==> src/rtl/cpu_pkg.sv <==
// Shared definitions for the CPU control path: opcode and ALU function
// codes, sequencer states, and the decoded control bundle.
package cpu_pkg;

    localparam logic [3:0] OP_NOP  = 4'h0;
    localparam logic [3:0] OP_ADD  = 4'h1;
    localparam logic [3:0] OP_SUB  = 4'h2;
    localparam logic [3:0] OP_AND  = 4'h3;
    localparam logic [3:0] OP_OR   = 4'h4;
    localparam logic [3:0] OP_XOR  = 4'h5;
    localparam logic [3:0] OP_LDI  = 4'h6;
    localparam logic [3:0] OP_LD   = 4'h7;
    localparam logic [3:0] OP_ST   = 4'h8;
    localparam logic [3:0] OP_BZ   = 4'h9;
    localparam logic [3:0] OP_JMP  = 4'hA;
    localparam logic [3:0] OP_JAL  = 4'hB;
    localparam logic [3:0] OP_HALT = 4'hF;

    localparam logic [3:0] FS_PASSA = 4'b0000;
    localparam logic [3:0] FS_ADD   = 4'b0010;
    localparam logic [3:0] FS_SUB   = 4'b0101;
    localparam logic [3:0] FS_AND   = 4'b1000;
    localparam logic [3:0] FS_OR    = 4'b1001;
    localparam logic [3:0] FS_XOR   = 4'b1010;
    localparam logic [3:0] FS_PASSB = 4'b1100;

    typedef enum logic [2:0] {FETCH, DECODE, EXEC, MEM, HALT} state_t;

    // jump: load PC from the branch target at the end of EXEC
    typedef struct packed {
        logic [3:0] fs;
        logic       mb;
        logic       md;
        logic       rw;
        logic       mp;
        logic       mw;
        logic       illegal;
        logic       jump;
    } ctrl_t;

endpackage

==> src/rtl/control_unit_if.sv <==
// Bus between the control unit and the datapath / instruction memory.
//   imem_addr, instr_in : instruction fetch address and returned word
//   Z                   : datapath zero flag
//   PC                  : current instruction address (for link PC+1)
//   DR, SA, SB, FS      : register addresses and ALU function select
//   MB, MD, RW, MP, MW  : datapath mux selects and write strobes
interface control_unit_if;
    logic [5:0]  imem_addr;
    logic [15:0] instr_in;
    logic        Z;
    logic [5:0]  PC;
    logic [3:0]  DR;
    logic [3:0]  SA;
    logic [3:0]  SB;
    logic [3:0]  FS;
    logic        MB;
    logic        MD;
    logic        RW;
    logic        MP;
    logic        MW;

    modport master (
        output imem_addr, PC, DR, SA, SB, FS, MB, MD, RW, MP, MW,
        input  instr_in, Z
    );

    modport slave (
        input  imem_addr, PC, DR, SA, SB, FS, MB, MD, RW, MP, MW,
        output instr_in, Z
    );
endinterface

==> src/rtl/instr_decoder.sv <==
// Combinational decode of the IR opcode and sequencer state into the
// datapath control bundle.
//   op    : IR[15:12]
//   state : current sequencer state
//   z     : datapath zero flag (only consulted for BZ in EXEC)
//   ctrl  : decoded controls; all selects/strobes 0 outside EXEC/MEM
module instr_decoder
    import cpu_pkg::*;
(
    input  logic [3:0] op,
    input  state_t     state,
    input  logic       z,
    output ctrl_t      ctrl
);

    always_comb begin
        ctrl    = '0;
        ctrl.fs = FS_PASSA;
        if (state == EXEC) begin
            case (op)
                OP_NOP:  ;
                OP_ADD:  begin ctrl.fs = FS_ADD; ctrl.rw = 1'b1; end
                OP_SUB:  begin ctrl.fs = FS_SUB; ctrl.rw = 1'b1; end
                OP_AND:  begin ctrl.fs = FS_AND; ctrl.rw = 1'b1; end
                OP_OR:   begin ctrl.fs = FS_OR;  ctrl.rw = 1'b1; end
                OP_XOR:  begin ctrl.fs = FS_XOR; ctrl.rw = 1'b1; end
                OP_LDI: begin
                    ctrl.fs = FS_PASSB;
                    ctrl.mb = 1'b1;
                    ctrl.rw = 1'b1;
                end
                OP_LD:   ;  // address phase only; write-back happens in MEM
                OP_ST:   ctrl.mw = 1'b1;
                OP_BZ:   ctrl.jump = z;
                OP_JMP:  ctrl.jump = 1'b1;
                OP_JAL: begin
                    ctrl.mp   = 1'b1;
                    ctrl.rw   = 1'b1;
                    ctrl.jump = 1'b1;
                end
                OP_HALT: ;
                default: ctrl.illegal = 1'b1;
            endcase
        end else if (state == MEM) begin
            // only LD ever reaches MEM
            ctrl.md = 1'b1;
            ctrl.rw = 1'b1;
        end
    end

endmodule

==> src/rtl/control_unit.sv <==
// Multi-cycle sequencer for the 16-bit CPU datapath. Owns the 6-bit PC
// and the instruction register, fetches from a 64-word instruction memory
// and drives the datapath controls through the bus interface.
//   clk_main : clock, rising edge
//   reset    : synchronous active-high; also forces strobes/selects low
//   bus      : instruction fetch + datapath control (master side)
//   halted   : high while in HALT
//   illegal  : one-cycle pulse in EXEC of opcodes C..E
//
//   state  | meaning
//   FETCH  | imem_addr = PC, wait for instruction memory
//   DECODE | IR <- instr_in
//   EXEC   | decoded controls driven from IR, PC updated on exit
//   MEM    | LD write-back, PC <- PC+1 on exit
//   HALT   | absorbing until reset
module control_unit
    import cpu_pkg::*;
#(
    parameter int IMEM_LAT = 1
) (
    input  logic                  clk_main,
    input  logic                  reset,
    control_unit_if.master        bus,
    output logic                  halted,
    output logic                  illegal
);

    localparam logic [2:0] LAT_M1 = 3'(IMEM_LAT - 1);

    state_t      state, state_nxt;
    logic [5:0]  pc, pc_nxt;
    logic [15:0] ir;
    logic [2:0]  wait_cnt;
    logic [3:0]  op;
    logic [5:0]  target;
    ctrl_t       ctrl;

    assign op     = ir[15:12];
    assign target = {ir[9:8], ir[3:0]};

    instr_decoder u_decoder (
        .op    (op),
        .state (state),
        .z     (bus.Z),
        .ctrl  (ctrl)
    );

    always_ff @(posedge clk_main) begin
        if (reset) begin
            state    <= FETCH;
            pc       <= '0;
            ir       <= '0;
            wait_cnt <= LAT_M1;
        end else begin
            state <= state_nxt;
            pc    <= pc_nxt;
            if (state == DECODE) ir <= bus.instr_in;
            // fetch wait timer reloads whenever we are outside FETCH
            if (state != FETCH)         wait_cnt <= LAT_M1;
            else if (wait_cnt != 3'd0)  wait_cnt <= wait_cnt - 3'd1;
        end
    end

    always_comb begin
        state_nxt = state;
        pc_nxt    = pc;
        case (state)
            FETCH:  if (wait_cnt == 3'd0) state_nxt = DECODE;
            DECODE: state_nxt = EXEC;
            EXEC: begin
                if (op == OP_LD)        state_nxt = MEM;
                else if (op == OP_HALT) state_nxt = HALT;
                else                    state_nxt = FETCH;
                // LD advances on MEM exit; HALT keeps pointing at itself
                if (ctrl.jump)                          pc_nxt = target;
                else if (op != OP_LD && op != OP_HALT)  pc_nxt = pc + 6'd1;
            end
            MEM: begin
                state_nxt = FETCH;
                pc_nxt    = pc + 6'd1;
            end
            HALT:    state_nxt = HALT;
            default: state_nxt = FETCH;
        endcase
    end

    assign bus.imem_addr = pc;
    assign bus.PC        = pc;
    assign bus.DR        = ir[11:8];
    assign bus.SA        = ir[7:4];
    assign bus.SB        = ir[3:0];
    assign bus.FS        = ctrl.fs;
    assign bus.MB        = ctrl.mb & ~reset;
    assign bus.MD        = ctrl.md & ~reset;
    assign bus.RW        = ctrl.rw & ~reset;
    assign bus.MP        = ctrl.mp & ~reset;
    assign bus.MW        = ctrl.mw & ~reset;
    assign illegal       = ctrl.illegal & ~reset;
    assign halted        = (state == HALT) & ~reset;

endmodule

==> src/flat_wrapper.sv <==
// flat-port wrapper written by rule: the top's interface ports become plain ports
module control_unit_flat import cpu_pkg::*;
#(
    parameter int IMEM_LAT = 1
)
  (clk_main, reset, halted, illegal, bus_imem_addr, bus_PC, bus_DR, bus_SA, bus_SB, bus_FS, bus_MB, bus_MD, bus_RW, bus_MP, bus_MW, bus_instr_in, bus_Z);
  control_unit_if bus_i ();
  input  logic clk_main;
  input  logic reset;
  output logic halted;
  output logic illegal;
  output wire logic [$bits(bus_i.imem_addr)-1:0] bus_imem_addr;
  output wire logic [$bits(bus_i.PC)-1:0] bus_PC;
  output wire logic [$bits(bus_i.DR)-1:0] bus_DR;
  output wire logic [$bits(bus_i.SA)-1:0] bus_SA;
  output wire logic [$bits(bus_i.SB)-1:0] bus_SB;
  output wire logic [$bits(bus_i.FS)-1:0] bus_FS;
  output wire logic [$bits(bus_i.MB)-1:0] bus_MB;
  output wire logic [$bits(bus_i.MD)-1:0] bus_MD;
  output wire logic [$bits(bus_i.RW)-1:0] bus_RW;
  output wire logic [$bits(bus_i.MP)-1:0] bus_MP;
  output wire logic [$bits(bus_i.MW)-1:0] bus_MW;
  input wire logic [$bits(bus_i.instr_in)-1:0] bus_instr_in;
  input wire logic [$bits(bus_i.Z)-1:0] bus_Z;
  assign bus_imem_addr = bus_i.imem_addr;
  assign bus_PC = bus_i.PC;
  assign bus_DR = bus_i.DR;
  assign bus_SA = bus_i.SA;
  assign bus_SB = bus_i.SB;
  assign bus_FS = bus_i.FS;
  assign bus_MB = bus_i.MB;
  assign bus_MD = bus_i.MD;
  assign bus_RW = bus_i.RW;
  assign bus_MP = bus_i.MP;
  assign bus_MW = bus_i.MW;
  assign bus_i.instr_in = bus_instr_in;
  assign bus_i.Z = bus_Z;
  control_unit #(.IMEM_LAT(IMEM_LAT)) u_core (.clk_main(clk_main), .reset(reset), .bus(bus_i), .halted(halted), .illegal(illegal));
endmodule
==> config.mk <==
export PLATFORM = sky130hd
export DESIGN_NAME = control_unit_flat
export DESIGN_NICKNAME = d
export VERILOG_FILES = /design/src/rtl/cpu_pkg.sv /design/src/rtl/control_unit_if.sv /design/src/rtl/instr_decoder.sv /design/src/rtl/control_unit.sv /design/src/flat_wrapper.sv
export SDC_FILE = /design/constraint.sdc
export NUM_CORES = 1
export LEC_CHECK = 0
export CAP_MARGIN = 20
export CORE_MARGIN = 3
export CORE_UTILIZATION = 66
export DETAILED_ROUTE_END_ITERATION = 16
export DONT_BUFFER_PORTS = 1
export PLACE_DENSITY_LB_ADDON = 0.08
export SLEW_MARGIN = 20
export SYNTH_ARGS = -nofsm -noshare
export SYNTH_HDL_FRONTEND = slang
export SYNTH_SLANG_ARGS = --single-unit
==> constraint.sdc <==
create_clock -name clk_main -period 2.7 [get_ports clk_main]
set_input_delay 0.27 -clock clk_main [delete_from_list [all_inputs] [get_ports clk_main]]
set_output_delay 0.27 -clock clk_main [all_outputs]
set_load 0.03 [all_outputs]
==> impl_metrics.json <==
{
  "outcome": "finished clean",
  "final_layout_size_suffix_gt1_share_pct": 10.3,
  "cts_buffers": 3,
  "p_leak_nw": 0.567,
  "synth_area_per_cell_um2": 7.76,
  "netlist_top_cells_count": "37 x nand2_1, 28 x dfxtp_1, 23 x a21oi_1, 18 x buf_4, 16 x nor2_1",
  "min_period_ns": 2.42,
  "synth_top_area_share_pct": 36.3,
  "yosys.area_share.simple_pct": 28.4,
  "synth_edf_count": 0,
  "gp_congestion": 0.839,
  "cts_tree": "built",
  "cp_data_required_time_ns": 2.43,
  "synth_compound_area_share_pct": 13.8,
  "wl_met2_um": 1570,
  "highest-signal-layer": "met4",
  "clkPwrFrac_pct": 18.0,
  "holdPathStages": 2,
  "power.switching_w": 0.000644,
  "clk_latency_ns": 0.33,
  "dieArea_um2": 2960,
  "finalCritPeriodShare_pct": 89.5,
  "synth-seq-cells": 28,
  "cts_root_buffer": "clkbuf_4",
  "ys_dominant_reg_cell": "dfxtp_1",
  "syn_to_final_growth_pct": -1.05,
  "synth_area_um2": 1540,
  "fin_util_pct": 73.4,
  "insertedDiodeCount": 0,
  "synthMuxAreaShare_pct": 3.24,
  "io_pins": 54,
  "drt-initial-drc-count": 22,
  "pwr-share-seq_pct": 48.1,
  "core_um2": 2080,
  "cts_hold_buf": 1,
  "yosysMostFrequentCell": "nand2_1",
  "grt_pass1_vias": 1178,
  "ys_types": 37,
  "overflow": 0,
  "cp_data_arrival_time_ns": 2.15,
  "fin_tns_setup_ns": 0,
  "p_sw_share_pct": 42.7,
  "critPathCaptureType": "output pin",
  "numClockSinks": 28,
  "tightest_slew_ns": 0.715,
  "die_width_um": 54.4,
  "worst-r2r-cell-count": 4,
  "fmax_mhz": 414,
  "synth_largest_area_cell": "dfxtp_1",
  "hp-class": "in -> reg",
  "netlist_instances": 199,
  "post_cts_buffers": 0,
  "nNetsFinal": 208,
  "synth_xor_xnor_area_share_pct": 1.70,
  "synth_warnings": 0,
  "rsz0062_at_grt": "false",
  "ir_drop_v": 0.000852,
  "htree_num_levels": 1,
  "hold_viol_final": 0,
  "dr.pass1.iters": 4,
  "async_flop_share_pct": 0,
  "antenna_left": 0,
  "placementRows": 16,
  "antenna_found_initial": 0,
  "max_slew_margin_pct": 52.2,
  "met3_length_um": 242,
  "die_h_um": 54.4,
  "grt_max_degree": 19,
  "critPathLaunchType": "register",
  "synthAdderAreaFrac_pct": 2.43,
  "finalPower_w": 0.00151,
  "vias": 1272,
  "power_frac_comb_pct": 33.8,
  "routed_via_density": 6.00,
  "hpwl_um": 2340,
  "skew_ns": 0.0103,
  "path_clk_slew_ns": 0.15,
  "grt_pass1_wl_um": 4980,
  "ctsResizeCount": 0,
  "drt-total-wl_um": 3180,
  "drv_cap": 0,
  "maxSlewViolCount": 0,
  "grt_use_total_pct": 23.0,
  "critPathKind": "reg -> out",
  "placed_area_um2": 1470,
  "syn-num-nets": 221,
  "clock_path_buffers": 2,
  "synth_top_family_by_area": "simple AND/OR/NAND/NOR gates",
  "powerDensity_nw_per_um2": 987,
  "synth_area_leaders": "dfxtp_1 36%, nand2_1 9.0%, buf_4 8.8%",
  "initial_core_util_pct": 74.2,
  "yosysSeqAreaShare_pct": 36.3,
  "wl_met1_um": 1350,
  "final_area_um2": 1530,
  "cp_max_fo": 12,
  "internal-power_w": 0.000863,
  "setup_violations": 0,
  "port_buffers": 0,
  "post_drt_wl_per_cell_um": 15.0,
  "drc": 0
}
-- through the flow --
step / hold slack (ns) / setup WS [ns] / std cells
2_1_floorplan: 0.406 / 0.647 / 199
6_report: 0.0493 / 0.282 / 212
4_1_cts: 0.0379 / 0.281 / 212
3_3_place_gp: 0.342 / 0.720 / 207
3_5_place_dp: 0.344 / 0.676 / 207
5_1_grt: 0.0333 / 0.166 / 212
-- cells in the final DEF (no fill, tap or decap), drive strengths merged, types with 2 or more instances in the layout --
cell / synthesis / final
ha: 3 / 3
o21ai: 5 / 5
nor3b: 4 / 4
nor3: 7 / 7
nand3: 4 / 4
or3: 3 / 3
xnor2: 2 / 2
o32ai: 2 / 2
clkbuf: 4 / 4
buf: 26 / 10
mux2i: 5 / 5
dfxtp: 28 / 28
nor2b: 5 / 5
nor2: 16 / 16
nand2b: 2 / 2
or4: 2 / 2
nand2: 37 / 37
a21oi: 23 / 23
inv: 6 / 6
nor4b: 2 / 2
o2bb2ai: 2 / 2
-- path summary, 6_finish.rpt --
check	slack [ns]	from	end
setup / recovery	0.28	u_core.state[1]$_SDFFE_PP0P_	bus_MB
hold / removal	0.05	bus_instr_in[11]	u_core.ir[11]$_SDFFE_PP0P_
setup reg to reg	0.93	u_core.state[1]$_SDFFE_PP0P_	u_core.bus.PC[1]$_SDFFE_PP0P_
hold reg to reg	0.54	u_core.wait_cnt[1]$_SDFFE_PP0N_	u_core.wait_cnt[1]$_SDFFE_PP0N_
-- final cells by class --
class	count	area [um^2]
Clock buffer	3	22.5
Tap cell	27	33.8
Multi-Input combinational cell	135	766
Fill cell	173	554
Timing Repair Buffer	12	92.6
Clock inverter	1	30.0
Inverter	6	22.5
Sequential cell	28	561
-- power groups by stage --
stage	sequential, W	combinational [W]	clock (W)
2_1_floorplan	0.000583	0.000614	0
3_3_place_gp	0.000724	0.000478	0
3_5_place_dp	0.000734	0.000504	0
4_1_cts	0.000723	0.000514	0.000276
5_1_grt	0.000743	0.000572	0.000293
6_report	0.000725	0.000510	0.000272
-- worst max-delay path, cell delays in order, from the launching register on --
cell and delay, ns:
dfxtp_1 0.55, or4b_4 0.55, nor3b_2 0.17, buf_4 0.18
and3b_1 0.36
-- cell families after synthesis --
group                      count (synthesis)
adders and majority gates                  3
xor gates and xnor gates                   3
buffers and inverters                     36
muxes                                      5
DFF                                       28
AOI/OAI and AO/OA                         37
and+or+nand+nor                           87
-- sequential cells by signal, summed over array words and instances, names as in the netlist --
signal / cells
u_core.wait_cnt: 3
u_core.state: 3
u_core.bus.PC: 6
u_core.ir: 16
-- metal layers --
metal / vias up / GRT usage, %
met4: 0 / 4.98
met3: 4 / 7.08
met2: 53 / 42.6
li1: 628 / -
met5: - / 0
met1: 587 / 25.3
Power figures use the tool's default switching activity.
